[config.mk]
export PLATFORM = sky130hd
export DESIGN_NAME = ps2_host_tx
export DESIGN_NICKNAME = d
export VERILOG_FILES = /design/src/rtl/ps2_host_tx.sv
export SDC_FILE = /design/constraint.sdc
export NUM_CORES = 1
export LEC_CHECK = 0
export CAP_MARGIN = 5
export CORE_MARGIN = 2
export CORE_UTILIZATION = 56
export DETAILED_ROUTE_END_ITERATION = 12
export GPL_TIMING_DRIVEN = 0
export PLACE_DENSITY_LB_ADDON = 0.12
export SYNTH_ARGS = -nofsm -noshare
export SYNTH_HDL_FRONTEND = slang
export SYNTH_SLANG_ARGS = --single-unit
[constraint.sdc]
create_clock -name clk -period 1.7 [get_ports clk]
set_input_delay 0.425 -clock clk [delete_from_list [all_inputs] [get_ports clk]]
set_output_delay 0.425 -clock clk [all_outputs]
set_load 0.02 [all_outputs]
[src/rtl/ps2_host_tx.sv]
// ps2_host_tx: PS/2 host-to-device command transmitter.
// Sends one byte (LSB first, odd parity, stop) to the device over the
// open-collector clock/data pair using active-low output enables only.
// Optional watchdog: define PS2_HOST_TX_TIMEOUT_EN to abort a transaction
// that has not finished within TIMEOUT_MS milliseconds.
//
// Handshake: send is a request strobe sampled only while idle (busy=0);
// the cycle it is seen high is the accept cycle, cmd is captured then,
// and busy stays high up to and including the single-cycle done pulse.
// Requests while busy are dropped. error is valid with done and held
// until the next accepted send.
module ps2_host_tx #(
   parameter int unsigned CLK_FREQ   = 50_000_000,
   parameter int unsigned INHIBIT_US = 100,
   parameter int unsigned TIMEOUT_MS = 15
) (
   input  logic       clk,
   input  logic       reset_n,
   input  logic       send,
   input  logic [7:0] cmd,
   input  logic       ps2_clk_in,
   input  logic       ps2_dat_in,
   output logic       ps2_clk_oe,
   output logic       ps2_dat_oe,
   output logic       busy,
   output logic       done,
   output logic       error,
   output logic [2:0] state_dbg
);

   localparam int unsigned INHIBIT_CYC = CLK_FREQ / 1_000_000 * INHIBIT_US;
   localparam int unsigned TIMEOUT_CYC = CLK_FREQ / 1000 * TIMEOUT_MS;
   localparam int INH_W = (INHIBIT_CYC > 1) ? $clog2(INHIBIT_CYC) : 1;
   localparam logic [INH_W-1:0] INH_LAST = INH_W'(INHIBIT_CYC - 1);

   typedef enum logic [2:0] {
      S_IDLE      = 3'd0,
      S_INHIBIT   = 3'd1,
      S_START     = 3'd2,
      S_DATA      = 3'd3,
      S_ACK       = 3'd4,
      S_WAIT_IDLE = 3'd5
   } state_t;

   state_t           state_q, state_d;
   logic             clk_s1_q, clk_s2_q, clk_prev_q;
   logic             dat_s1_q, dat_s2_q;
   logic [9:0]       sh_q, sh_d;
   logic [3:0]       idx_q, idx_d;
   logic [INH_W-1:0] inh_q, inh_d;
   logic             dat_oe_q, dat_oe_d;
   logic             err_q, err_d;
   logic             fall, inh_done, lines_idle, tmo;

   assign fall       = clk_prev_q & ~clk_s2_q;
   assign inh_done   = (inh_q == INH_LAST);
   assign lines_idle = clk_s2_q & dat_s2_q;

`ifdef PS2_HOST_TX_TIMEOUT_EN
   localparam logic [19:0] WD_LAST = 20'(TIMEOUT_CYC);
   logic [19:0] wd_q;

   // Watchdog: cleared on accept, counts every non-idle cycle.
   always_ff @(posedge clk or negedge reset_n) begin
      if (!reset_n) begin
         wd_q <= '0;
      end else if (state_q == S_IDLE) begin
         wd_q <= '0;
      end else begin
         wd_q <= wd_q + 20'd1;
      end
   end

   assign tmo = (state_q != S_IDLE) && (wd_q == WD_LAST);
`else
   assign tmo = 1'b0;
`endif

   // Two-stage synchronizers plus a registered copy of the clock for edge detection.
   always_ff @(posedge clk or negedge reset_n) begin
      if (!reset_n) begin
         clk_s1_q   <= 1'b1;
         clk_s2_q   <= 1'b1;
         clk_prev_q <= 1'b1;
         dat_s1_q   <= 1'b1;
         dat_s2_q   <= 1'b1;
      end else begin
         clk_s1_q   <= ps2_clk_in;
         clk_s2_q   <= clk_s1_q;
         clk_prev_q <= clk_s2_q;
         dat_s1_q   <= ps2_dat_in;
         dat_s2_q   <= dat_s1_q;
      end
   end

   // State register.
   always_ff @(posedge clk or negedge reset_n) begin
      if (!reset_n) begin
         state_q <= S_IDLE;
      end else begin
         state_q <= state_d;
      end
   end

   // Next-state logic; the watchdog overrides every state.
   always_comb begin
      state_d = state_q;
      if (tmo) begin
         state_d = S_IDLE;
      end else begin
         case (state_q)
            S_IDLE:      if (send) state_d = S_INHIBIT;
            S_INHIBIT:   if (inh_done) state_d = S_START;
            S_START:     state_d = S_DATA;
            S_DATA:      if (fall && (idx_q == 4'd9)) state_d = S_ACK;
            S_ACK:       if (fall) state_d = S_WAIT_IDLE;
            S_WAIT_IDLE: if (lines_idle) state_d = S_IDLE;
            default:     state_d = S_IDLE;
         endcase
      end
   end

   // Datapath next values: frame shift register, bit index, inhibit timer, data enable, error.
   always_comb begin
      sh_d     = sh_q;
      idx_d    = idx_q;
      inh_d    = inh_q;
      dat_oe_d = dat_oe_q;
      err_d    = err_q;
      if (tmo) begin
         dat_oe_d = 1'b0;
         err_d    = 1'b1;
      end else begin
         case (state_q)
            S_IDLE: begin
               dat_oe_d = 1'b0;
               if (send) begin
                  // Frame after the start bit: data LSB first, odd parity, stop.
                  sh_d  = {1'b1, ~^cmd, cmd};
                  idx_d = '0;
                  inh_d = '0;
                  err_d = 1'b0;
               end
            end
            S_INHIBIT: begin
               inh_d = inh_q + 1'b1;
               if (inh_done) dat_oe_d = 1'b1;  // start bit goes out with START
            end
            S_START: idx_d = '0;
            S_DATA: begin
               if (fall) begin
                  dat_oe_d = ~sh_q[0];
                  sh_d     = {1'b1, sh_q[9:1]};
                  idx_d    = idx_q + 4'd1;
               end
            end
            S_ACK: if (fall && dat_s2_q) err_d = 1'b1;
            default: ;
         endcase
      end
   end

   // Datapath registers.
   always_ff @(posedge clk or negedge reset_n) begin
      if (!reset_n) begin
         sh_q     <= '0;
         idx_q    <= '0;
         inh_q    <= '0;
         dat_oe_q <= 1'b0;
         err_q    <= 1'b0;
      end else begin
         sh_q     <= sh_d;
         idx_q    <= idx_d;
         inh_q    <= inh_d;
         dat_oe_q <= dat_oe_d;
         err_q    <= err_d;
      end
   end

   // Outputs; a watchdog hit releases both lines in the done cycle itself.
   always_comb begin
      ps2_clk_oe = (state_q == S_INHIBIT) && !tmo;
      ps2_dat_oe = dat_oe_q && !tmo;
      busy       = (state_q != S_IDLE);
      done       = ((state_q == S_WAIT_IDLE) && lines_idle) || tmo;
      error      = err_q || tmo;
      state_dbg  = state_q;
   end

endmodule

; ---- Word-level counts from Yosys, hierarchy flattened
; Index checks and enable logic that the tools add are counted.
[totals]
reg_bits = 37
inputBits = 13
output_inout_bits = 8
[op_classes]
add_sub_neg = 2
eq_ne = 14
mux = 20
bitwise_logic = 4
reduce_logical = 17
[op_table]
columns = operator, n
row1 = $pmux W13 S2, 1
row2 = $mux W10, 2
row3 = $pmux W10 S2, 1
row4 = $pmux W3 S6, 1
row5 = $mux W3, 5
row6 = $add A13 B1 Y13 const B, 1
row7 = $eq A13 B13 Y1 const B, 1
row8 = $mux W13, 1
row9 = $ne A2 B2 Y1 const B, 6
row10 = $pmux W4 S3, 1
row11 = $reduce_and A3 Y1, 4
row12 = $reduce_bool A3 Y1, 3
row13 = $mux W4, 2
row14 = $reduce_xnor A8 Y1, 1
row15 = $eq A3 B2 Y1 const B, 2
row16 = $eq A3 B3 Y1 const B, 2
row17 = $reduce_bool A2 Y1, 3
row18 = $reduce_and A5 Y1, 1
row19 = $add A4 B1 Y4 const B, 1
row20 = $eq A4 B4 Y1 const B, 1
row21 = $mux W1, 4
row22 = $eq A3 B1 Y1 const B, 1
row23 = $logic_and A1 B1 Y1, 3
row24 = $logic_not A3 Y1, 1
row25 = other kinds (6), 8

; ---- Longest topological paths before layout
; Gate-level depths: netlist of run 1.
[logic_depth]
word_depth = 5
depth_mapped = 6
depth_no_buf = 6

; ---- Least setup slack after synthesis of run 1
; Ideal clock, no wire load.
[synth_path]
kind = register -> register
start = register state_q[0], in the netlist state_dbg[0]
end = register inh_q[12]
arrival_ns = 1.608
required_ns = 1.577
slack_ns = -0.032
stages_incl_launch_ff = 7
n_path_buf = 1
path_cell_list = dfrtp_1 > or3b_1 > buf_4 > clkinv_2 > and3_1 > nand4_1 > mux2i_1
[synth_between]
elab_chain_cells = 3
elab_cells_between_ends = 6
classes_between = eq/ne (2) / mux (1) / reduce/logical (3)
[synth_rtl]
columns = element, line_no
row1 = "start, declared", 45  ; state_t state_q, state_d;
row2 = "start signal, assigned", 101  ; state_q <= state_d;
row3 = $eq A3 B1 Y1 *, --
row4 = via ps2_clk_oe, 23  ; output logic ps2_clk_oe,
row5 = $reduce_bool A2 Y1 (no source line), --
row6 = $reduce_and A2 Y1 (no source line), --
row7 = "end signal, assigned", 174  ; inh_q <= inh_d;
row8 = "end, declared", 50  ; logic [INH_W-1:0] inh_q, inh_d;
; The timed path passes the listed nets; every way through them passes the cells marked *.
; A chain may end at the register's enable or synchronous reset.

; ---- Worst setup path in the final report of run 1
[layout_path]
start = register state_q[2], in the netlist state_dbg[2]
end = output port ps2_clk_oe
[layout_between]
elab_chain_cells = 1
[layout_rtl]
columns = element, line_no
row1 = $eq A3 B1 Y1, 182  ; ps2_clk_oe = (state_q == S_INHIBIT) && !tmo;
row2 = "end, declared", 23
; No other way between the ends.

==> impl_results.md, run 1 <==
- Core area: 3340 um^2
- Internal reg-to-reg setup slack: -100 ps
- Root Buffer: clkbuf_4
- Most frequent cells in the layout: dfrtp_1 (30), buf_4 (19), o21ai_0 (17), nand2_1 (17), mux2i_1 (15)
- Worst-path clk slew: 130 ps
- Largest net degree at the start of global routing: 38
- First-pass GRT wire length: 7420 um
- Yosys reg bits: 37
- Reg-to-reg critical path startpoint: state_dbg[1]
- Cells after Synth: 196
- Number of I/O port buffers: 20
- Critical Path Max Stage Delay: 460 ps
- Antenna violations before repair: 0
- Final #Nets: 260
- Worst slew pin tran: 812 ps
- Async S/R FF share, synth: 1.00
- Slew Limit Fails: 0
- CTS tree: done
- Final setup vio count: 14
- Routed wire length: 4990 um
- Setup ws final: -158 ps
- Fmax: 538 MHz
- Hold WC Path Type: input port to asynchronous set/reset pin
- Seq/Total Area, Yosys: 0.481
- Combinational power share: 0.060
- Final Cycle Share: 1.09
- Internal power: 1.29 mW
- M2 GR Usage: 0.374
- Starting Density: 0.581
- RSZ-0062 raised after global routing: yes
- Area fraction of the dominant cell type after synthesis: 0.413
- Worst reg2reg path depth: 6
- Failing checks: setup timing
- Slew headroom: 0.459
- Post-synth EDFFs: 0
- Clock sinks: 37
- Critical path, cell by cell: or3b_4 > clkinv_8 > buf_8
- Share of cells above drive strength 1: 0.322
- Min Tclk post-route: 1860 ps
- Status: finished with violations
- Grt peak-use layer: met2
- Total of max-cap violations: 0
- Hold Vio Cnt, Final: 0
- CP startpoint: state_dbg[2]
- Hold_buf cts: 0
- Pwr per Cell Area: 637 nW/um^2
- Syn Nets: 212
- Dpl ws: -596 ps
- Worst-skew pair later-pin latency: 370 ps
- Top cells by area, synth: dfrtp_1 (41%), mux2i_1 (7.7%), dfstp_2 (6.8%)
- Startpoint Class: flop
- Floorplan row count: 21
- Type of the worst setup path: flop to output port
- Reg power frac: 0.538
- Top FF cell, synth: dfrtp_1
- Via density: 6.02
- Met1 Track Usage GR: 0.325
- Clock Path Buffers: 2
- Detailed router's first-iteration violation count: 142
- Sw Share: 0.226
- Inserted Clock Buffers: 5
- Synth warn: 0
- Clk_skew: 18.4 ps
- Chip height: 62.9 um
- Leading cell type in the layout, fill and taps excluded: dfrtp_1
- Fin area: 2610 um^2
- GRT overflow: 0
- Met3 usage: 0.0541
- Drt pass-1 iters: 4
- Area leader, netlist: dfrtp_1
- Via count: 1,753
- Netlist Area Pre-Place: 1940 um^2
- # DRC: 0
- Area Overhead vs Synth: 34.7%
- LEAKAGE: 1.16 nW
- N_diodes: 0
- CP Capture Point: ps2_clk_oe
- RD Place Congestion: 0.898
- Number of global-route vias before repair: 1,558
- Die W: 62.9 um
- Io pins: 21
- DPL Wire Length: 2720 um
- Critical path data arrival time: 1430 ps
- Routed Antenna Nets: 0
- Clock power share: 0.402
- Distinct cell type count after synthesis: 46
- DP Area: 2190 um^2
- Slowest CP cell: dfrtp_1
- CP Max Fanout: 3
- Htree depth: 2
- Nature of the critical path endpoint: output port
- Die ar.: 3950 um^2
- Global-route usage over all layers: 0.239
- Required time worst endpoint: 1270 ps
- Post-route setup TNS: -1180 ps
- Wire per inst: 17.2 um
- Reg2reg end: sh_q[8]
- VDD IR max: 0.457 mV
- Post-Syn Area per Cell: 9.89 um^2
- Psw: 0.376 mW
[layout make-up]
class / instances / area (um^2)
well taps: 46 / 57.6
plain buffers: 4 / 45.0
flip-flops and latches: 37 / 935
inverters: 6 / 40.0
clock buffers: 6 / 51.3
multi-input cells: 146 / 1050
repair buffers: 44 / 394
clock inverters: 2 / 37.5
fillers: 227 / 724
[routing by layer]
metal / part of all wire / up-vias
met5: 0 / -
met4: 0.028 / 0
met3: 0.056 / 16
met2: 0.49 / 76
met1: 0.43 / 852
li1: - / 809
[stage by stage]
stage	power, mW	hold slack [ps]	utilization	cells
floorplan	0.948	129	-	196
global placement	1.00	348	0.659	262
detailed placement	1.01	349	0.658	262
CTS	1.67	158	0.724	280
global route	1.72	206	0.783	291
finish	1.66	133	0.783	291
[logic make-up after synthesis]
| kind of cell | count (synthesis) | share of synthesized area |
|---|---|---|
| adders and majority gates | 3 | 0.0194 |
| DFF | 37 | 0.481 |
| muxes | 15 | 0.0774 |
| and+or+nand+nor | 70 | 0.190 |
| buffers and inverters | 13 | 0.0310 |
| AOI/OAI and AO/OA | 51 | 0.170 |
| xor gates and xnor gates | 7 | 0.0316 |
[synthesized netlist by cell type (all sizes together) (2+ instances only)]
cell type   n
dfrtp      32
nor2       19
o21ai      19
nand2      17
mux2i      15
a21oi      14
xnor2       6
dfstp       5
inv         5
nand3       5
nand4       5
and3        4
buf         4
clkbuf      3
ha          3
nand2b      3
o31ai       3
or3         3
a211oi      2
a221o       2
a41oi       2
and2        2
nor2b       2
nor3        2
or3b        2
[critical path: cells and delay by family (launching register included)]
family | cells | cell delay (ps)
flip-flops | 1 | 460
buffers and inverters | 2 | 170
AND/OR/NAND/NOR | 1 | 440
[sequential cells by signal, summed over array words and instances, names as in the netlist]
| register | cells |
|---|---|
| inh_q | 13 |
| ps2_dat_oe | 1 |
| sh_q | 10 |
| error | 1 |
| clk_s1_q | 1 |
| idx_q | 4 |
| clk_prev_q | 1 |
| clk_s2_q | 1 |
| state_dbg | 3 |
| dat_s2_q | 1 |
| dat_s1_q | 1 |
[worst min-delay path by stage]
stage             start           end  slack, ps  cells past startpoint
6_report        reset_n  state_dbg[2]        130                      1
2_1_floorplan   reset_n         error        130                      0
5_1_grt         reset_n      idx_q[2]        210                      1
3_5_place_dp   dat_s1_q      dat_s2_q        350                      0
4_1_cts         reset_n  state_dbg[2]        160                      1
3_3_place_gp   clk_s1_q      clk_s2_q        350                      0
[power groups by stage]
stage | clock network (mW) | logic, mW | registers, mW
2_1_floorplan | 0 | 0.0375 | 0.911
3_3_place_gp | 0 | 0.0919 | 0.912
3_5_place_dp | 0 | 0.0928 | 0.912
4_1_cts | 0.679 | 0.0939 | 0.896
5_1_grt | 0.717 | 0.108 | 0.897
6_report | 0.669 | 0.0994 | 0.896
[what timing repair did]
action                                  in CTS  in global routing
endpoints found under the setup margin      21                 23
setup buffers                                9                 14
pin swaps                                    4                  6
gates cloned                                 1                  0
resized for setup                           47                 39
(Power assumes the default switching activity.)
==> run 2: changes to the inputs <==
--- a/config.mk
+++ b/config.mk
@@ -7,7 +7,7 @@
 export LEC_CHECK = 0
 export CAP_MARGIN = 5
 export CORE_MARGIN = 2
-export CORE_UTILIZATION = 56
+export CORE_UTILIZATION = 50
 export DETAILED_ROUTE_END_ITERATION = 12
 export GPL_TIMING_DRIVEN = 0
 export PLACE_DENSITY_LB_ADDON = 0.12
==> constraint.sdc (replaced) <==
create_clock -name clk -period 1.51 [get_ports clk]
set_input_delay 0.3775 -clock clk [delete_from_list [all_inputs] [get_ports clk]]
set_output_delay 0.3775 -clock clk [all_outputs]
set_load 0.02 [all_outputs]
==> impl_results.md, run 2 (synthesis gave the netlist of run 1 again) <==
- Status: finished with violations
- Failing checks: setup timing
- Startpoint Class: flop
- Die ar.: 4390 um^2
- # DRC: 0
- Via density: 5.84
- Global-route usage over all layers: 0.215
- Clk_skew: 2.91 ps
- Pwr per Cell Area: 706 nW/um^2
- Floorplan row count: 22
- Via count: 1,675
- Critical path, cell by cell: or3b_4 > clkinv_8 > buf_8
- Slew headroom: 0.468
- Reg-to-reg critical path startpoint: state_dbg[0]
- Final #Nets: 254
- RD Place Congestion: 0.864
- Slew Limit Fails: 0
- Buf/Inv on CP: 2
- Worst slew pin tran: 798 ps
- Antenna violations before repair: 0
- Slowest CP cell: or3b_4
- Hold Vio Cnt, Final: 0
- CP top delay family: simple AND/OR/NAND/NOR gates
- DP Area: 2220 um^2
- CP startpoint: state_dbg[1]
- VDD IR max: 0.626 mV
- Final setup vio count: 23
- Required time worst endpoint: 1130 ps
- LEAKAGE: 1.13 nW
- Hold WC Path Type: input port to asynchronous set/reset pin
- Worst-path clk slew: 70 ps
- Starting Density: 0.526
- Type of the worst setup path: flop to output port
- Clock Path Buffers: 2
- GRT overflow: 0
- Htree depth: 2
- Share of cells above drive strength 1: 0.314
- Largest net degree at the start of global routing: 38
- Number of global-route vias before repair: 1,552
- Core area: 3690 um^2
- Pwr Total: 1.82 mW
- Io pins: 21
- Total of max-cap violations: 0
- Die W: 66.3 um
- Fin area: 2570 um^2
- Inserted Clock Buffers: 5
- Worst-skew pair later-pin latency: 290 ps
- Final Cycle Share: 1.13
- DPL Wire Length: 2840 um
- Detailed router's first-iteration violation count: 135
- CP Max Fanout: 4
- Fmax: 585 MHz
- Setup ws final: -200 ps
- Area Overhead vs Synth: 32.6%
- Post-route setup TNS: -2460 ps
- Root Buffer: clkbuf_8
- N_diodes: 0
- RSZ-0062 raised after global routing: yes
- Critical Path Max Stage Delay: 450 ps
- Routed wire length: 4440 um
- Leading cell type in the layout, fill and taps excluded: dfrtp_1
- Most frequent cells in the layout: dfrtp_1 (28), buf_4 (17), nand2_1 (17)
- Routed Antenna Nets: 0
- Wire per inst: 15.5 um
- Largest register FFs: 13
- Critical path data arrival time: 1330 ps
- Min Tclk post-route: 1710 ps
- Number of I/O port buffers: 20
- Drt pass-1 iters: 5
- Largest register by flop count: inh_q
- Biggest regs: inh_q x13, sh_q x10, idx_q x4
- Nature of the critical path endpoint: output port
- Chip height: 66.3 um
- CTS tree: done
- Clock sinks: 37
- First-pass GRT wire length: 7050 um
-- run 2: cell count changes in the layout (fill, tap and decap cells not counted), moves of 3 or more --
cell | previous run | this run
o21ai_0 | 17 | 9
o21ai_1 | 1 | 8
buf_2 | 1 | 4
clkbuf_4 | 6 | 0
buf_6 | 10 | 3
clkbuf_8 | 1 | 6
-- run 2: cell type report --
cell class | count | area (um^2)
plain buffers | 5 | 42.5
inverters | 6 | 41.3
repair buffers | 37 | 318
fillers | 279 | 1120
well taps | 48 | 60.1
clock buffers | 8 | 90.1
multi-input cells | 146 | 1080
flip-flops and latches | 37 | 937
-- run 2: worst paths after layout --
path	to	slack [ps]	cells past startpoint
worst min register to register	dat_s2_q	360	0
worst max register to register	sh_q[8]	-160	5
max in group asynchronous	state_dbg[2]	780	1
min in group clk	dat_s2_q	360	0
worst min-delay path	inh_q[1]	170	1
worst max-delay path	ps2_clk_oe	-200	3
-- run 2: report_power, final --
part	switching, mW	leakage (nW)	total, mW	internal, mW
Combinational	0.0545	0.674	0.109	0.0543
Clock	0.328	0.0455	0.699	0.372
Sequential	0.00427	0.406	1.01	1.00
Total	0.386	1.13	1.82	1.43
-- run 2: what timing repair did --
action | 4_1_cts | 5_1_grt
setup endpoints to repair | 34 | 29
pin swaps | 7 | 8
gates resized for setup | 41 | 38
buffers inserted | 8 | 8
gates cloned | 1 | 0
hold buffers | 0 | 0
-- run 2: per-stage QoR --
step                cells  hold slack [ps]  setup WS (ps)  utilization
floorplan             196             81.9          -88.9            -
global placement      264              347           -842        0.603
detailed placement    264              347           -597        0.601
CTS                   280              203           -255        0.659
global route          287              235           -238        0.697
finish                287              169           -200        0.697
-- run 2: per-layer routing --
layer | routed length, um | global-route usage | vias up | part of all wire
met3 | 245 | 0.0562 | 9 | 0.055
met2 | 2130 | 0.353 | 47 | 0.48
met5 | 0 | 0 | - | 0
met4 | 77 | 0.0765 | 0 | 0.017
li1 | - | - | 798 | -
met1 | 1980 | 0.273 | 821 | 0.45
==> run 3: changes to the inputs <==
--- a/config.mk
+++ b/config.mk
@@ -9,7 +9,6 @@
 export CORE_MARGIN = 2
 export CORE_UTILIZATION = 50
 export DETAILED_ROUTE_END_ITERATION = 12
-export GPL_TIMING_DRIVEN = 0
 export PLACE_DENSITY_LB_ADDON = 0.12
 export SYNTH_ARGS = -nofsm -noshare
 export SYNTH_HDL_FRONTEND = slang
==> impl_results.md, run 3 (synthesis gave the netlist of run 1 again) <==
- Fillers: 236
- Slew Limit Fails: 0
- LEAKAGE: 1.27 nW
- Largest net degree at the start of global routing: 38
- Worst slew pin tran: 259 ps
- Inserted Clock Buffers: 5
- Routed wire length: 4900 um
- CTS tree: done
- Fmax: 600 MHz
- Starting Density: 0.526
- Critical path depth: 3
- Clock Path Buffers: 2
- Root Buffer: clkbuf_8
- DPL Wire Length: 3070 um
- Critical path data arrival time: 1290 ps
- Share of cells above drive strength 1: 0.388
- CP Max Fanout: 3
- # DRC: 0
- Combinational power share: 0.066
- Largest register FFs: 13
- Worst-path clk slew: 70 ps
- Required time worst endpoint: 1130 ps
- Sw Share: 0.202
- Die W: 66.3 um
- Hold Vio Cnt, Final: 0
- Hold WC Path Type: flop to flop
- GRT overflow: 0
- Global-route usage over all layers: 0.221
- Min Tclk post-route: 1670 ps
- VDD IR max: 0.714 mV
- Worst hold stages: 0
- Critical path, cell by cell: or3b_4 > clkinv_4 > buf_6
- Area Overhead vs Synth: 46.6%
- RSZ-0062 raised after global routing: yes
- Type of the worst setup path: flop to output port
- Slowest CP cell: dfrtp_2
- Chip height: 66.3 um
- Total of max-cap violations: 0
- Pwr per Cell Area: 711 nW/um^2
- Post-route setup TNS: -1470 ps
- Buf/Inv on CP: 2
- Htree depth: 2
- Via density: 5.67
- Drt pass-1 iters: 4
- Biggest regs: inh_q x13, sh_q x10, idx_q x4
- Nature of the critical path endpoint: output port
- Hold WS: 357 ps
- Dpl ws: -452 ps
- Detailed router's first-iteration violation count: 152
- Routed Antenna Nets: 0
- First-pass GRT wire length: 7380 um
- Largest register by flop count: inh_q
- Number of global-route vias before repair: 1,631
- Leading cell type in the layout, fill and taps excluded: buf_4
- Worst-skew pair later-pin latency: 290 ps
- Reg power frac: 0.498
- Die ar.: 4390 um^2
- Psw: 0.409 mW
- Critical Path Max Stage Delay: 430 ps
- Worst reg2reg path depth: 5
- Startpoint Class: flop
- N_diodes: 0
- Setup ws final: -157 ps
- Number of I/O port buffers: 20
- Final #Nets: 273
- Final setup vio count: 18
- Final Cycle Share: 1.10
- RD Place Congestion: 0.833
- Via count: 1,735
- Hold_buf cts: 0
- Status: finished with violations
- Layout Utilization: 0.771
- Most frequent cells in the layout: buf_4 (30), dfrtp_1 (29), nand2_1 (17)
- Clock sinks: 37
- Internal power: 1.61 mW
- Clk_skew: 4.73 ps
- CP top delay family: flip-flops
- Core area: 3690 um^2
- Io pins: 21
- Antenna violations before repair: 0
- Failing checks: setup timing
- Floorplan row count: 22
- Slew headroom: 0.822
- Wire per inst: 16.0 um
- Clock power share: 0.437
-- run 3: cell types whose count changed in the layout (fill, tap and decap cells not counted), sizes merged --
cell / previous run / this run
buf: 26 / 45
bufinv: 0 / 1
clkdlybuf4s50: 10 / 11
clkinvlp: 1 / 0
dlygate4sd2: 5 / 3
inv: 4 / 5
-- run 3: repair_timing --
action                     4_1_cts  5_1_grt
gates cloned                     1        2
setup buffers                    1       10
pin swaps                        2       11
setup endpoints to repair       34       30
resized for setup               38       53
-- run 3: area by class of cell --
cell class | instances | area, um^2 | share of cell area
multi-input combinational | 146 | 1110 | 0.391
sequential | 37 | 936 | 0.329
timing repair buffer | 61 | 587 | 0.206
clock buffer | 7 | 86.3 | 0.0304
tap | 48 | 60.1 | 0.0211
inverter | 6 | 32.5 | 0.0114
clock inverter | 1 | 30.0 | 0.0106
-- run 3: power groups by stage --
stage               Clock (mW)  Sequential, mW  Combinational, mW
floorplan                    0            1.03             0.0423
global placement             0            1.02              0.124
detailed placement           0            1.02              0.127
CTS                      0.901            1.01              0.127
global route             0.934            1.01              0.146
finish                   0.883            1.01              0.133
-- run 3: metal layers --
metal	global-route usage	vias up	wire length, um
li1	-	838	-
met1	0.287	857	2290
met2	0.364	34	2410
met3	0.0477	6	147
met4	0.0765	0	59
met5	0	-	0
-- run 3: worst paths after layout --
check	slack, ps	start	endpoint
min in group asynchronous	460	reset_n	inh_q[0]
max in group asynchronous	790	reset_n	dat_s2_q
max	-160	state_dbg[1]	ps2_clk_oe
min	360	clk_s1_q	clk_s2_q
max reg2reg	-110	state_dbg[0]	sh_q[8]
min reg2reg	360	clk_s1_q	clk_s2_q
-- run 3: through the flow --
step,instance area [um^2],total power [mW],std cells
global route,2840,2.09,306
global placement,2410,1.15,284
finish,2840,2.02,306
floorplan,1960,1.07,196
detailed placement,2410,1.15,284
CTS,2560,2.03,294
